[config.mk]
export PLATFORM = sky130hd
export DESIGN_NAME = coin_pulse_cond_flat
export DESIGN_NICKNAME = d
export VERILOG_FILES = /design/src/rtl/coin_pulse_cond_pkg.sv /design/src/rtl/coin_pulse_cond_if.sv /design/src/rtl/coin_pulse_chan.sv /design/src/rtl/coin_pulse_cond.sv /design/src/flat_wrapper.sv
export SDC_FILE = /design/constraint.sdc
export NUM_CORES = 1
export LEC_CHECK = 0
export CAP_MARGIN = 10
export CORE_ASPECT_RATIO = 1.2
export CORE_MARGIN = 3
export CORE_UTILIZATION = 40
export CTS_BUF_LIST = sky130_fd_sc_hd__clkbuf_8
export DETAILED_ROUTE_END_ITERATION = 8
export DONT_BUFFER_PORTS = 1
export HOLD_SLACK_MARGIN = 0.15
export PLACE_DENSITY = 0.55
export RECOVER_POWER = 25
export SLEW_MARGIN = 20
export SYNTH_ARGS = -nofsm -noshare
export SYNTH_HDL_FRONTEND = slang
export SYNTH_SLANG_ARGS = --single-unit
[constraint.sdc]
create_clock -name clk -period 2.5 [get_ports clk]
set_clock_uncertainty 0.15 [all_clocks]
set_input_delay 0.375 -clock clk [delete_from_list [all_inputs] [get_ports clk]]
set_output_delay 0.375 -clock clk [all_outputs]
set_load 0.02 [all_outputs]
[src/rtl/coin_pulse_cond_pkg.sv]
// Shared types and widths for the coin pulse conditioner.
// Imported by the per-channel block and the top.
package coin_pulse_cond_pkg;

  typedef enum logic [1:0] {
    CP_IDLE,
    CP_HIGH,
    CP_LOW
  } cp_state_t;

  localparam int FCNT_W = 8;
  localparam int DEBW   = 16;

  // Terminal frame count for a duration given in frames (duration is at least 1).
  function automatic logic [FCNT_W-1:0] last_frame(input int frames);
    return FCNT_W'(frames - 1);
  endfunction

endpackage

[src/rtl/coin_pulse_cond_if.sv]
// Coin conditioner bundle: raw buttons and frame timing in, conditioned pulses and queue status out.
interface coin_pulse_cond_if #(
  parameter int NUM_CH = 2,
  parameter int QW     = 3
);

  logic                   vblank;
  logic                   pause;
  logic [NUM_CH-1:0]      coin_in;
  logic [NUM_CH-1:0]      coin_out;
  logic [NUM_CH*QW-1:0]   pending;
  logic [NUM_CH-1:0]      overflow;

  modport master (
    output vblank,
    output pause,
    output coin_in,
    input  coin_out,
    input  pending,
    input  overflow
  );

  modport slave (
    input  vblank,
    input  pause,
    input  coin_in,
    output coin_out,
    output pending,
    output overflow
  );

endinterface

[src/rtl/coin_pulse_chan.sv]
// One coin channel: synchroniser, debounce, saturating credit queue and the
// frame-timed HIGH/LOW pulse generator that replays queued credits.
module coin_pulse_chan
  import coin_pulse_cond_pkg::*;
#(
  parameter int DEB_CYCLES   = 16,
  parameter int PULSE_FRAMES = 3,
  parameter int GAP_FRAMES   = 3,
  parameter int QW           = 3
) (
  input  logic          clk,
  input  logic          reset_n,
  input  logic          tick,
  input  logic          pause,
  input  logic          coin_in,
  output logic          coin_out,
  output logic [QW-1:0] pending,
  output logic          overflow
);

  localparam logic [DEBW-1:0]   DEB_LAST   = DEBW'(DEB_CYCLES - 1);
  localparam logic [FCNT_W-1:0] PULSE_LAST = last_frame(PULSE_FRAMES);
  localparam logic [FCNT_W-1:0] GAP_LAST   = last_frame(GAP_FRAMES);
  localparam logic [QW-1:0]     PEND_MAX   = {QW{1'b1}};

  logic             sync_meta;
  logic             sync;
  logic             stable;
  logic             stable_q;
  logic [DEBW-1:0]  deb_cnt;
  logic             press;

  cp_state_t          state;
  cp_state_t          state_nxt;
  logic [FCNT_W-1:0]  fcnt;
  logic [FCNT_W-1:0]  fcnt_nxt;
  logic               ctick;
  logic               dequeue;

  always_ff @(posedge clk or negedge reset_n) begin
    if (!reset_n) begin
      sync_meta <= 1'b0;
      sync      <= 1'b0;
    end else begin
      sync_meta <= coin_in;
      sync      <= sync_meta;
    end
  end

  // A new level is accepted only after DEB_CYCLES consecutive disagreeing samples.
  always_ff @(posedge clk or negedge reset_n) begin
    if (!reset_n) begin
      deb_cnt  <= '0;
      stable   <= 1'b0;
      stable_q <= 1'b0;
    end else begin
      stable_q <= stable;
      if (sync == stable) begin
        deb_cnt <= '0;
      end else if (deb_cnt == DEB_LAST) begin
        stable  <= sync;
        deb_cnt <= '0;
      end else begin
        deb_cnt <= deb_cnt + DEBW'(1);
      end
    end
  end

  assign press = stable & ~stable_q;
  assign ctick = tick & ~pause;

  always_comb begin
    state_nxt = state;
    fcnt_nxt  = fcnt;
    dequeue   = 1'b0;
    case (state)
      CP_IDLE: begin
        fcnt_nxt = '0;
        if ((pending != '0) && !pause) begin
          state_nxt = CP_HIGH;
          dequeue   = 1'b1;
        end
      end
      CP_HIGH: begin
        if (ctick) begin
          if (fcnt == PULSE_LAST) begin
            state_nxt = CP_LOW;
            fcnt_nxt  = '0;
          end else begin
            fcnt_nxt = fcnt + FCNT_W'(1);
          end
        end
      end
      CP_LOW: begin
        if (ctick) begin
          if (fcnt == GAP_LAST) begin
            state_nxt = CP_IDLE;
            fcnt_nxt  = '0;
          end else begin
            fcnt_nxt = fcnt + FCNT_W'(1);
          end
        end
      end
      default: begin
        state_nxt = CP_IDLE;
        fcnt_nxt  = '0;
      end
    endcase
  end

  // coin_out is a flop so the game never sees a combinational path from the inputs.
  always_ff @(posedge clk or negedge reset_n) begin
    if (!reset_n) begin
      state    <= CP_IDLE;
      fcnt     <= '0;
      coin_out <= 1'b0;
    end else begin
      state    <= state_nxt;
      fcnt     <= fcnt_nxt;
      coin_out <= (state_nxt == CP_HIGH);
    end
  end

  // A simultaneous press and dequeue cancel, so only a lone press can hit the ceiling.
  always_ff @(posedge clk or negedge reset_n) begin
    if (!reset_n) begin
      pending  <= '0;
      overflow <= 1'b0;
    end else begin
      overflow <= press & ~dequeue & (pending == PEND_MAX);
      if (press && !dequeue) begin
        if (pending != PEND_MAX) begin
          pending <= pending + QW'(1);
        end
      end else if (!press && dequeue) begin
        pending <= pending - QW'(1);
      end
    end
  end

endmodule

[src/rtl/coin_pulse_cond.sv]
// Multi-channel coin conditioner: shared vblank frame tick feeding one
// coin_pulse_chan per coin button.
module coin_pulse_cond
  import coin_pulse_cond_pkg::*;
#(
  parameter int NUM_CH       = 2,
  parameter int DEB_CYCLES   = 16,
  parameter int PULSE_FRAMES = 3,
  parameter int GAP_FRAMES   = 3,
  parameter int QW           = 3
) (
  input  logic              clk,
  input  logic              reset_n,
  coin_pulse_cond_if.slave  bus
);

  logic                 vblank_q;
  logic                 tick;
  logic [NUM_CH-1:0]    coin_out_w;
  logic [NUM_CH*QW-1:0] pending_w;
  logic [NUM_CH-1:0]    overflow_w;

  always_ff @(posedge clk or negedge reset_n) begin
    if (!reset_n) begin
      vblank_q <= 1'b0;
    end else begin
      vblank_q <= bus.vblank;
    end
  end

  assign tick = bus.vblank & ~vblank_q;

  for (genvar i = 0; i < NUM_CH; i++) begin : g_ch
    coin_pulse_chan #(
      .DEB_CYCLES   (DEB_CYCLES),
      .PULSE_FRAMES (PULSE_FRAMES),
      .GAP_FRAMES   (GAP_FRAMES),
      .QW           (QW)
    ) u_chan (
      .clk      (clk),
      .reset_n  (reset_n),
      .tick     (tick),
      .pause    (bus.pause),
      .coin_in  (bus.coin_in[i]),
      .coin_out (coin_out_w[i]),
      .pending  (pending_w[i*QW +: QW]),
      .overflow (overflow_w[i])
    );
  end

  assign bus.coin_out = coin_out_w;
  assign bus.pending  = pending_w;
  assign bus.overflow = overflow_w;

endmodule

[src/flat_wrapper.sv]
// flat-port wrapper written by rule: the top's interface ports become plain ports
module coin_pulse_cond_flat import coin_pulse_cond_pkg::*;
#(
  parameter int NUM_CH       = 2,
  parameter int DEB_CYCLES   = 16,
  parameter int PULSE_FRAMES = 3,
  parameter int GAP_FRAMES   = 3,
  parameter int QW           = 3
)
  (clk, reset_n, bus_vblank, bus_pause, bus_coin_in, bus_coin_out, bus_pending, bus_overflow);
  coin_pulse_cond_if #(.NUM_CH(NUM_CH), .QW(QW)) bus_i ();
  input  logic clk;
  input  logic reset_n;
  input wire logic [$bits(bus_i.vblank)-1:0] bus_vblank;
  input wire logic [$bits(bus_i.pause)-1:0] bus_pause;
  input wire logic [$bits(bus_i.coin_in)-1:0] bus_coin_in;
  output wire logic [$bits(bus_i.coin_out)-1:0] bus_coin_out;
  output wire logic [$bits(bus_i.pending)-1:0] bus_pending;
  output wire logic [$bits(bus_i.overflow)-1:0] bus_overflow;
  assign bus_i.vblank = bus_vblank;
  assign bus_i.pause = bus_pause;
  assign bus_i.coin_in = bus_coin_in;
  assign bus_coin_out = bus_i.coin_out;
  assign bus_pending = bus_i.pending;
  assign bus_overflow = bus_i.overflow;
  coin_pulse_cond #(.NUM_CH(NUM_CH), .DEB_CYCLES(DEB_CYCLES), .PULSE_FRAMES(PULSE_FRAMES), .GAP_FRAMES(GAP_FRAMES), .QW(QW)) u_core (.clk(clk), .reset_n(reset_n), .bus(bus_i));
endmodule
==> After elaboration in Yosys (flattened, before gate mapping) <==
Index checks and enable logic that the tools add are counted.
{ "totals": {"ff_bits": 71, "latchBits": 0, "ramBits": 0, "romBits": 0, "inputBits": 6, "out_inout_bits": 10, "wordCells": 120, "memories": 0} }
{ "classes": {"addsub": 8, "mul": 0, "div": 0, "magnitude_cmp": 0, "eq_ne": 20, "shift": 0, "muxes": 32, "n_bitwise": 16, "n_reduce_logical": 23} }
{ "ops": {"columns": ["operator", "n"], "rows": [
  ["$mux 16", 4],
  ["$mux 8", 6],
  ["$add 16x1->16 const B", 2],
  ["$eq 16x4->1 const B", 2],
  ["$mux 2", 10],
  ["$mux 3", 6],
  ["$add 8x1->8 const B", 2],
  ["$eq 8x2->1 const B", 2],
  ["$pmux 2 s3", 2],
  ["$and 1x1->1", 8],
  ["$eq 2x1->1 const B", 4],
  ["$ne 2x1->1 const B", 4],
  ["$not 1->1", 8],
  ["$reduce_and 2->1", 4],
  ["$add 3x1->3 const B", 2],
  ["$eq 3x3->1 const B", 2],
  ["$logic_and 1x1->1", 6],
  ["$ne 3x3->1 const B", 2],
  ["$reduce_bool 3->1", 2],
  ["$sub 3x1->3 const B", 2],
  ["$logic_not 1->1", 5],
  ["$eq 2x2->1 const B", 2],
  ["$logic_not 2->1", 2],
  ["$mux 1", 4],
  ["other kinds (3)", 6]
]} }

==> Logic depth before layout (Yosys ltp) <==
Gate-level depths: netlist (run 1).
{ "logic_depth": {"word_depth": 8, "depth_mapped": 8} }

==> By module <==
From an unflattened synthesis (run 1), not the netlist that was laid out.
{ "unflattened": {"cells_unflattened": 385, "hier_area_um2": 3826.2} }
{ "modules_own_cells": {"columns": ["module", "instances", "cells_per_inst", "area_per_inst_um2", "seq_area_each_um2"], "rows": [
  ["coin_pulse_chan at u_core.g_ch[0].u_chan", 1, 193, 1933.1, 875.8],
  ["coin_pulse_chan at u_core.g_ch[1].u_chan", 1, 190, 1854.3, 875.8],
  ["coin_pulse_cond", 1, 2, 38.8, 25.0]
]} }

==> Least setup slack after synthesis (run 1) <==
OpenSTA, ideal clock, no wires.
{ "synth_path": {"path_type": "flip-flop to flip-flop", "start": "register u_core.g_ch[1].u_chan.pending[0]", "end": "register u_core.g_ch[1].u_chan.pending[2]", "setup_time_ps": 138, "arrival_ps": 2163, "required_ps": 2212, "setup_slack_ps": 49, "path_stages_with_launch": 8, "n_path_buf": 1, "synth_period_minus_slack_ps": 2451, "path_cell_list": "dfrtp_1 > clkbuf_1 > nor3_1 > o21ai_0 > fa_1 > nor4_1 > nand2b_1 > o22ai_1"} }
{ "synth_via": {"elab_chain_len": 8, "elab_cells_between_ends": 16, "cone_classes": "add/sub: 2; eq/ne: 2; mux: 5; reduce/logical: 7"} }
{ "synth_lines": {"columns": ["element", "line", "text"], "rows": [
  ["start: declaration", "coin_pulse_chan.sv:17", "output logic [QW-1:0] pending,"],
  ["start signal: assignment", "coin_pulse_chan.sv:133", "pending <= pending + QW'(1);"],
  ["start signal: assignment", "coin_pulse_chan.sv:136", "pending <= pending - QW'(1);"],
  ["$reduce_bool 3->1", "coin_pulse_chan.sv:79", "if ((pending != '0) && !pause) begin"],
  ["$logic_and 1x1->1", "coin_pulse_chan.sv:79", null],
  ["$mux 1", "coin_pulse_chan.sv:79", null],
  ["$mux 1", "coin_pulse_chan.sv:76", "case (state)"],
  ["$logic_not 1->1", "coin_pulse_chan.sv:131", "if (press && !dequeue) begin"],
  ["$logic_and 1x1->1", "coin_pulse_chan.sv:131", null],
  ["$ne 2x1->1 (no source line) or $reduce_bool 2->1 (tied branches)", null, null],
  ["$reduce_and 2->1 (no source line)", null, null]
]} }
Several ways; a longest one is shown, not always the timed one. The select of a mux whose other input is x is not followed.
A chain may end at the register's enable or synchronous reset.

==> Worst setup path in the final report (run 1) <==
{ "layout_path": {"start": "register u_core.g_ch[1].u_chan.state[1]", "end": "register u_core.g_ch[1].u_chan.pending[2]"} }
{ "layout_via": {"elab_chain_len": 6, "elab_cells_between_ends": 9, "cone_classes": "eq/ne: 1; mux: 2; reduce/logical: 6"} }
{ "layout_lines": {"columns": ["element", "line", "text"], "rows": [
  ["start: declaration", "coin_pulse_chan.sv:33", "cp_state_t state;"],
  ["start signal: assignment", "coin_pulse_chan.sv:118", "state <= state_nxt;"],
  ["$logic_not 2->1 *", "coin_pulse_chan.sv:76", null],
  ["$mux 1 *", "coin_pulse_chan.sv:76", null],
  ["$logic_not 1->1", "coin_pulse_chan.sv:131", null],
  ["$logic_and 1x1->1", "coin_pulse_chan.sv:131", null],
  ["$ne 2x1->1 (no source line) or $reduce_bool 2->1 (tied branches)", null, null],
  ["$reduce_and 2->1 (no source line)", null, null]
]} }
Mark *: on every way between the ends. The rest lies on a longest branch, timed or not.

==> results.cfg, run 1 <==
[sta]
hold-worst-slack_ps = 184
final_max_slew_viol_count = 72
max-slew-margin-rel_pct = -3.91
max_slew.worst_pin.slew_ps = 1560
rsz0062_at_grt = false
period_minus_slack_ps = 2320
setup_viol = 0
finalSetupTns_ps = 0
fmax_ghz = 0.432
hold_violations = 0
fin_crit_sh_pct = 92.6

[clock_tree]
cts_buffers = 9
cts.sinks = 71
cts_tree = done
cts.root.buffer_cell = clkbuf_8
htree_levels = 3
clk-insertion-delay-late_ps = 340
clockBufferDepth = 2
post_cts_buffers = 0
clk_pin_slew_ps = 80

[critical_path]
rr_worst_depth = 8
end_kind = register
worst-path-max-fanout = 5
arrival_ps = 2390
critPathLaunchType = register
critPathKind = register to register
required_ps = 2570

[floorplan]
die_area_mm2 = 0.0106
fp.dieW_um = 94.6
core_area_mm2 = 0.00913
pin_count = 16
die_y_um = 112
start_util_pct = 41.3
rows = 38

[final_layout]
n_antenna_cell = 0
drive_above_1_share_pct = 10.0
synthToLayoutAreaGrowth_pct = 11.3
nNetsFinal = 416

[routing]
drc = 0
drtIter0Drc = 125
drt_wl_total_um = 7090
drt-pass1-iter-count = 4
drtAntennaViolNets = 0
avgViaCountPerCell = 5.34
drt-wirelength-per-cell_um = 13.7
vias = 2771

[worst_hold_path]
hp-class = primary input to register
hold_depth = 2

[grt]
grt_pass1_wl_um = 12800
grt_usage_pct = 15.0
grt_overflow = 0
grt_pass1_vias = 2815
antenna_found_initial = 0
grt_max_degree = 72

[synthesis]
synth_fa_ha_area_share_pct = 5.71
synth_ff_type = dfrtp_1
yosys.area_share.simple_pct = 25.4
synth_mux_area_share_pct = 0.598
synth_compound_gate_area_share_pct = 9.20
synth_xor_area_share_pct = 8.60
syn_area_per_cell_um2 = 9.89
synth_edf_count = 0
synth-seq-cells = 71
synth_top_family_by_area = simple AND/OR/NAND/NOR gates
synth_nets = 403
ys_async_sr_fraction_pct = 100
synth.distinct_cells = 50
netlist_area_mm2 = 0.00377
synth_seq_area_share_pct = 47.2
synthCells = 381
yosys_warnings = 0

[run]
cap_violations = 1

[power_and_ir_drop]
power_density_mw_per_mm2 = 799
ir_worst_vdd_mv = 0.390
p_leak_nw = 1.77

[outcome]
violations = capacitance limit, slew limit
status = complete, but fails checks

[place]
dp_hpwl_um = 4820
portBuffers = 0
globalplace.congestion = 0.766
==> final timing paths <==
check	start	to	slack (ps)
min in group asynchronous	reset_n	u_core.g_ch[0].u_chan.pending[0]$_DFFE_PN0P_	840
hold / removal	bus_pause	u_core.g_ch[1].u_chan.state[1]$_DFF_PN0_	180
setup reg to reg	u_core.g_ch[1].u_chan.state[1]$_DFF_PN0_	u_core.g_ch[1].u_chan.pending[2]$_DFFE_PN0P_	180
hold reg to reg	u_core.g_ch[1].u_chan.sync_meta$_DFF_PN0_	u_core.g_ch[1].u_chan.sync$_DFF_PN0_	210
max in group asynchronous	reset_n	u_core.g_ch[1].u_chan.sync$_DFF_PN0_	420
setup / recovery	u_core.g_ch[1].u_chan.state[1]$_DFF_PN0_	u_core.g_ch[1].u_chan.pending[2]$_DFFE_PN0P_	180
==> cell usage after synthesis (3+ instances only) <==
cell type / instances / area, µm²
nor4_1: 16 / 100
o21ai_0: 14 / 70.1
and3_1: 10 / 62.6
a31oi_1: 6 / 37.5
o31ai_1: 4 / 30.0
nand3_1: 20 / 100
clkbuf_1: 8 / 30.0
and2_1: 8 / 50.1
inv_1: 12 / 45.0
nand4_1: 13 / 81.3
o211a_1: 3 / 30.0
nand2b_1: 5 / 31.3
buf_4: 4 / 30.0
nand2_1: 23 / 86.3
ha_1: 14 / 175
nor2_1: 45 / 169
nand3b_1: 3 / 22.5
a21oi_1: 5 / 25.0
and4_1: 4 / 35.0
nor2b_1: 4 / 25.0
dfrtp_1: 71 / 1780
xor2_1: 9 / 78.8
o211ai_1: 3 / 22.5
nor3_1: 15 / 75.1
xnor2_1: 28 / 245
==> routing by layer <==
layer  GRT usage, %  wire length (µm)
met5              0                 0
met2           23.0              3310
met3           3.08               175
met1           20.2              3450
met4           7.51               150
==> logic make-up (layout without fill, tap and decap cells) <==
logic type / count (synthesis) / in the layout
AO/OA/AOI/OAI: 50 / 50
buffers and inverters: 27 / 45
XOR/XNOR: 37 / 37
adder cells (fa/ha/maj): 16 / 16
multiplexers: 2 / 2
AND/OR/NAND/NOR: 178 / 178
flip-flops: 71 / 71
==> where the power goes <==
part           internal, mW  total (mW)  leakage [nW]  switching [mW]
logic                 0.376       0.983         0.710           0.608
clock network         0.555       0.987         0.109           0.432
registers              1.27        1.38         0.951           0.112
total                  2.20        3.35          1.77            1.15
==> worst max-delay path, cell delays in order, from the launching register on <==
cell	delay, ps
dfrtp_1	410
inv_1	80
ha_1	220
nand2b_1	170
o21ai_0	160
fa_1	460
nor4_2	330
nand2b_1	140
o22ai_1	70
==> through the flow <==
stage | setup WS, ps | instances | area [µm²] | power [mW] | utilization (%)
global route | 5.86 | 519 | 4190 | 3.59 | 45.9
detailed placement | 178 | 497 | 3920 | 2.35 | 42.9
CTS | 172 | 519 | 4210 | 3.39 | 46.1
floorplan | 48.8 | 381 | 3770 | 2.11 | -
global placement | 276 | 497 | 3920 | 2.33 | 42.9
finish | 184 | 519 | 4190 | 3.35 | 45.9
==> layout by cell type (no fill, tap or decap), types with 4 or more instances in the layout <==
cell and n:
dfrtp_1 71, nor2_1 45, xnor2_1 28, nand2_1 23
nand3_1 20, nor3_1 15, nor4_1 15, ha_1 14
o21ai_0 13, nand4_1 13, inv_1 12, buf_4 11
and3_1 10, xor2_1 9, clkbuf_8 9, and2_1 8
a31oi_1 6, nand2b_1 5, a21oi_1 5, dlygate4sd3_1 5
nor2b_1 4, and4_1 4, o31ai_1 4, clkinv_2 4
==> final cells by class <==
cell class,count,area (µm²)
fillers,886,4940
well taps,120,150
repair buffers,17,138
clock buffers,9,124
multi-input cells,283,1870
inverters,12,45.0
flip-flops and latches,71,1780
clock inverters,7,87.6
==> sequential cells by signal (all words and copies together), names as in the netlist, 2 cells and up <==
register	flops
u_core.g_ch.u_chan.deb_cnt	32
u_core.g_ch.u_chan.fcnt	16
u_core.g_ch.u_chan.pending	6
u_core.g_ch.u_chan.state	4
u_core.g_ch.u_chan.coin_out	2
u_core.g_ch.u_chan.overflow	2
u_core.g_ch.u_chan.stable	2
u_core.g_ch.u_chan.stable_q	2
u_core.g_ch.u_chan.sync	2
u_core.g_ch.u_chan.sync_meta	2
==> repair_timing <==
item,in CTS,in global routing
resized for setup,0,2
hold buffers,6,0
setup endpoints to repair,0,3
endpoints found under the hold margin,76,0
Power figures use the tool's default switching activity.
==> inputs of run 2 (changes only) <==
--- a/config.mk
+++ b/config.mk
@@ -6,6 +6,8 @@
 export NUM_CORES = 1
 export LEC_CHECK = 0
 export CAP_MARGIN = 10
+export CELL_PAD_IN_SITES_DETAIL_PLACEMENT = 0
+export CELL_PAD_IN_SITES_GLOBAL_PLACEMENT = 1
 export CORE_ASPECT_RATIO = 1.2
 export CORE_MARGIN = 3
 export CORE_UTILIZATION = 40
@@ -13,9 +15,10 @@
 export DETAILED_ROUTE_END_ITERATION = 8
 export DONT_BUFFER_PORTS = 1
 export HOLD_SLACK_MARGIN = 0.15
-export PLACE_DENSITY = 0.55
+export PLACE_DENSITY = 0.67
 export RECOVER_POWER = 25
 export SLEW_MARGIN = 20
 export SYNTH_ARGS = -nofsm -noshare
 export SYNTH_HDL_FRONTEND = slang
 export SYNTH_SLANG_ARGS = --single-unit
+export TNS_END_PERCENT = 10
==> run 2 against run 1 <==
The flow still finishes with violations (capacitance limit, slew limit). Critical endpoint unchanged. Worst hold slack got worse by 11 ps. Fmax fell by 0.57%. Total power rose by 1.0%. Critical path depth did not move. Clock power rose by 4%. Die area did not move. Cell count did not move. Register-to-register slack barely moved. Clock-buffer cell count rose by 2. Sequential share of layout area fell by 0.11 points. Design area rose by 0.27%. Combinational power fell by 1%.
==> results.cfg, run 2 (synthesis results as in run 1) <==
[final_layout]
n_antenna_cell = 0
nNetsFinal = 416
mostFrequentLayoutCells = dfrtp_1 (71), nor2_1 (45), xnor2_1 (28)
largestRegisters = u_core.g_ch.u_chan.deb_cnt (32), u_core.g_ch.u_chan.fcnt (16), u_core.g_ch.u_chan.pending (6)
final_common_cell = dfrtp_1
synthToLayoutAreaGrowth_pct = 11.6
drive_above_1_share_pct = 9.52
largest_reg_flops = 32
top_register = u_core.g_ch.u_chan.deb_cnt
fin_area_mm2 = 0.00420

[place]
dp_hpwl_um = 4860
globalplace.congestion = 0.800
place_ws_ps = 200
portBuffers = 0
place_area_mm2 = 0.00392

[clock_tree]
clockBufferDepth = 2
clk-insertion-delay-late_ps = 350
clk_pin_slew_ps = 80
cts_tree = done
cts_buffers = 9
htree_levels = 3
cts.root.buffer_cell = clkbuf_8
cts.sinks = 71

[floorplan]
die_area_mm2 = 0.0106
pin_count = 16
core_area_mm2 = 0.00913
start_util_pct = 41.3
fp.dieW_um = 94.6
rows = 38
die_y_um = 112

[routing]
vias = 2755
drt_wl_total_um = 7110
avgViaCountPerCell = 5.31
drc = 0
drtIter0Drc = 81
drtAntennaViolNets = 0
drt-wirelength-per-cell_um = 13.7
drt-pass1-iter-count = 4

[power_and_ir_drop]
ir_worst_vdd_mv = 0.596
p_leak_nw = 1.78
power_density_mw_per_mm2 = 805

[sta]
max-slew-margin-rel_pct = -6.21
finalSetupTns_ps = 0
rsz0062_at_grt = false
final_max_slew_viol_count = 72
period_minus_slack_ps = 2330
finalWorstSetupSlack_ps = 171
fin_crit_sh_pct = 93.2
max_slew.worst_pin.slew_ps = 1590
hold_violations = 0
fmax_ghz = 0.429
setup_viol = 0

[critical_path]
worst-path-max-fanout = 5
required_ps = 2580
cp-startpoint = u_core.g_ch[1].u_chan.state[1]$_DFF_PN0_
arrival_ps = 2410
critPathKind = register to register
critPathLaunchType = register
r2r-start = u_core.g_ch[1].u_chan.state[1]$_DFF_PN0_
end_kind = register

[grt]
grt_usage_pct = 14.9
grt_pass1_vias = 2792
grt_max_degree = 72
grtUsageMet2_pct = 25.3
antenna_found_initial = 0
use_met1_pct = 18.0
grt_pass1_wl_um = 12700
grt_util_met3_pct = 3.75
grt_busiest_layer = met2
grt_overflow = 0

[run]
cap_violations = 1

[outcome]
violations = capacitance limit, slew limit
status = complete, but fails checks

[worst_hold_path]
hp-class = primary input to register
hp-start = bus_pause
-- run 2: per-stage QoR --
step | total power [mW] | util (%) | cells | hold slack, ps
global placement | 2.34 | 42.9 | 497 | -69.1
finish | 3.38 | 46.0 | 519 | 173
CTS | 3.44 | 46.2 | 519 | 163
global route | 3.63 | 46.0 | 519 | 184
detailed placement | 2.35 | 42.9 | 497 | -68.8
floorplan | 2.11 | - | 381 | -70.6
-- run 2: area by class of cell --
type	instances	area, µm²
well taps	120	150
fillers	912	4930
repair buffers	17	138
clock inverters	5	72.6
multi-input cells	283	1870
inverters	12	45.0
clock buffers	11	151
flip-flops and latches	71	1780
-- run 2: final timing paths --
path                                                                 to  slack, ps  cells after the start
setup / recovery           u_core.g_ch[1].u_chan.pending[2]$_DFFE_PN0P_        170                      8
hold / removal                 u_core.g_ch[1].u_chan.state[1]$_DFF_PN0_        170                      3
setup reg to reg           u_core.g_ch[1].u_chan.pending[2]$_DFFE_PN0P_        170                      8
hold reg to reg                    u_core.g_ch[1].u_chan.sync$_DFF_PN0_        200                      0
max in group asynchronous   u_core.g_ch[0].u_chan.deb_cnt[11]$_DFF_PN0_        380                      2
min in group asynchronous      u_core.g_ch[0].u_chan.overflow$_DFF_PN0_        830                      2
-- run 2: worst max-delay path, cell delays in order (launching register included) --
cell and delay (ps):
dfrtp_1 410, inv_1 90, ha_1 230, nand2b_1 150, o21ai_0 140, fa_1 440, nor4_1 390, nand2b_1 160
o22ai_1 70
-- run 2: timing repair --
item / CTS / global route
endpoints found under the setup margin: 0 / 2
setup buffers: 0 / 0
gates resized for setup: 0 / 2
hold endpoints to repair: 76 / 0
hold buffers: 6 / 0
-- run 2: power by group --
| group | switching [mW] | internal (mW) | leakage (nW) |
|---|---|---|---|
| registers | 0.113 | 1.27 | 0.951 |
| clock network | 0.423 | 0.608 | 0.122 |
| logic | 0.599 | 0.373 | 0.710 |
| total | 1.14 | 2.25 | 1.78 |
-- run 2: per-layer routing --
metal | share of wire (%) | up-vias
met5 | 0 | -
met4 | 1.6 | 0
met3 | 2.3 | 11
met2 | 49 | 24
met1 | 47 | 1338
li1 | - | 1382
==> inputs of run 3 (changes only) <==
--- a/config.mk
+++ b/config.mk
@@ -9,7 +9,6 @@
 export CELL_PAD_IN_SITES_DETAIL_PLACEMENT = 0
 export CELL_PAD_IN_SITES_GLOBAL_PLACEMENT = 1
 export CORE_ASPECT_RATIO = 1.2
-export CORE_MARGIN = 3
 export CORE_UTILIZATION = 40
 export CTS_BUF_LIST = sky130_fd_sc_hd__clkbuf_8
 export DETAILED_ROUTE_END_ITERATION = 8
==> run 3 against run 2 <==
The run now ends clean. Clock-buffer cell count shrank 2. Combinational power grew 4%. Sequential power about the same. First-iteration DRC count rose by 37%. Sequential cell count stayed put. Clock power shrank 26%. Register-to-register slack is essentially flat. Sequential share of layout area increased by 0.46 points. Routed wire length up 2.1%. Total power shrank 6.8%. Setup slack better by 11 ps. Critical path type unchanged. Critical endpoint is now u_core.g_ch[1].u_chan.pending[1]$_DFFE_PN0P_.
==> results.cfg, run 3 (synthesis results as in run 1) <==
[power_and_ir_drop]
pwr-share-comb_pct = 32.0
power_density_mw_per_mm2 = 759
swShare_pct = 36.5
net-switching-power_mw = 1.15
share_seq_of_total_power_pct = 43.9
p_clk_share_pct = 24.1
p_leak_nw = 1.76
power.internal_mw = 2.00
ir_worst_vdd_mv = 0.467

[place]
globalplace.congestion = 0.790
portBuffers = 0
dp_hpwl_um = 4870
place_ws_ps = 213

[sta]
hold_violations = 0
final_max_slew_viol_count = 0
max-slew-margin-rel_pct = 35.8
rsz0062_at_grt = false
finalWorstSetupSlack_ps = 182
fmax_ghz = 0.431
period_minus_slack_ps = 2320
fin_crit_sh_pct = 92.7
finalSetupTns_ps = 0
setup_viol = 0
max_slew.worst_pin.slew_ps = 964

[routing]
drtIter0Drc = 111
drt_wl_total_um = 7260
avgViaCountPerCell = 5.39
drc = 0
drt-wirelength-per-cell_um = 14.0
drt-pass1-iter-count = 4
vias = 2804
drtAntennaViolNets = 0

[clock_tree]
clk_pin_slew_ps = 70
cts.root.buffer_cell = clkbuf_8
clk-insertion-delay-late_ps = 340
cts.sinks = 71
post_cts_buffers = 0
cts_tree = done
clockBufferDepth = 2
htree_levels = 3
cts_buffers = 9

[final_layout]
synthToLayoutAreaGrowth_pct = 10.4
mostFrequentLayoutCells = dfrtp_1 (71), nor2_1 (45), xnor2_1 (28)
n_antenna_cell = 0
largestRegisters = u_core.g_ch.u_chan.deb_cnt (32), u_core.g_ch.u_chan.fcnt (16), u_core.g_ch.u_chan.pending (6)
largest_reg_flops = 32
drive_above_1_share_pct = 10.0
top_register = u_core.g_ch.u_chan.deb_cnt
final_common_cell = dfrtp_1
nNetsFinal = 417

[grt]
grt_pass1_vias = 2782
grt_usage_pct = 16.3
antenna_found_initial = 0
grt_max_degree = 72
grt_overflow = 0
grt_pass1_wl_um = 12800

[critical_path]
critPathLaunchType = register
worst-path-max-fanout = 5
arrival_ps = 2390
crit_chain = inv_1 > ha_1 > nand2b_1 > o21ai_0 > fa_2 > a211oi_1 > a31oi_1
critPathKind = register to register
critPathSlowestCell = fa_2
end_kind = register
cpPeakStageDelay_ps = 510
required_ps = 2570

[run]
cap_violations = 0

[floorplan]
die_y_um = 108
rows = 38
pin_count = 16
die_area_mm2 = 0.00981
core_area_mm2 = 0.00908
start_util_pct = 41.5
fp.dieW_um = 90.6

[worst_hold_path]
hp-class = primary input to register

[outcome]
status = complete, no violations
[run 3: cell count changes in the layout (fill, tap and decap cells not counted), sizes merged]
cell / change
clkbuf: -1
bufinv: -2
clkinv: +4
[run 3: critical path, delay by kind of cell, from the launching register on]
| kind | cells | cell delay, ps |
|---|---|---|
| compound gates | 3 | 600 |
| fa+ha+maj | 2 | 720 |
| buf+inv | 1 | 110 |
| flops | 1 | 430 |
| simple gates | 1 | 170 |
[run 3: timing repair]
item	CTS	global route
endpoints found under the setup margin	0	1
gates resized for setup	0	3
hold buffers	6	0
endpoints found under the hold margin	76	0
[run 3: per-stage QoR]
stage | std cells | instance area [µm²] | hold slack [ps] | power (mW) | utilization [%]
floorplan | 381 | 3770 | -70.6 | 2.11 | -
global placement | 498 | 3930 | -69.1 | 2.34 | 43.2
detailed placement | 498 | 3930 | -68.5 | 2.36 | 43.2
CTS | 520 | 4160 | 169 | 3.18 | 45.8
global route | 520 | 4160 | 199 | 3.38 | 45.8
finish | 520 | 4160 | 189 | 3.16 | 45.8
[run 3: layer usage]
metal / part of all wire [%] / GRT usage [%] / vias up
li1: - / - / 1376
met2: 49 / 26.9 / 27
met1: 47 / 20.3 / 1391
met5: 0 / 0 / -
met3: 2.4 / 3.73 / 10
met4: 1.4 / 7.26 / 0
[run 3: power by group through the flow]
stage,sequential [mW],combinational [mW],clock (mW)
6_report,1.39,1.01,0.760
3_3_place_gp,1.40,0.939,0
3_5_place_dp,1.41,0.951,0
2_1_floorplan,1.44,0.669,0
4_1_cts,1.39,0.994,0.796
5_1_grt,1.40,1.13,0.841
[run 3: layout make-up]
| type | count | area, µm² |
|---|---|---|
| multi-input cells | 283 | 1880 |
| flip-flops and latches | 71 | 1780 |
| repair buffers | 18 | 148 |
| inverters | 12 | 45.0 |
| clock inverters | 7 | 32.5 |
| well taps | 120 | 150 |
| clock buffers | 9 | 124 |
| fillers | 849 | 4920 |
[run 3: worst paths after layout]
path | cells after the start | startpoint | slack, ps | to
worst max-delay path | 7 | u_core.g_ch[1].u_chan.state[1]$_DFF_PN0_ | 180 | u_core.g_ch[1].u_chan.pending[1]$_DFFE_PN0P_
worst min-delay path | 2 | bus_pause | 190 | u_core.g_ch[1].u_chan.coin_out$_DFF_PN0_
worst max register to register | 7 | u_core.g_ch[1].u_chan.state[1]$_DFF_PN0_ | 180 | u_core.g_ch[1].u_chan.pending[1]$_DFFE_PN0P_
worst min register to register | 0 | u_core.g_ch[1].u_chan.sync_meta$_DFF_PN0_ | 210 | u_core.g_ch[1].u_chan.sync$_DFF_PN0_
max in group asynchronous | 2 | reset_n | 970 | u_core.g_ch[1].u_chan.fcnt[7]$_DFFE_PN0P_
min in group asynchronous | 2 | reset_n | 600 | u_core.g_ch[0].u_chan.fcnt[3]$_DFFE_PN0P_
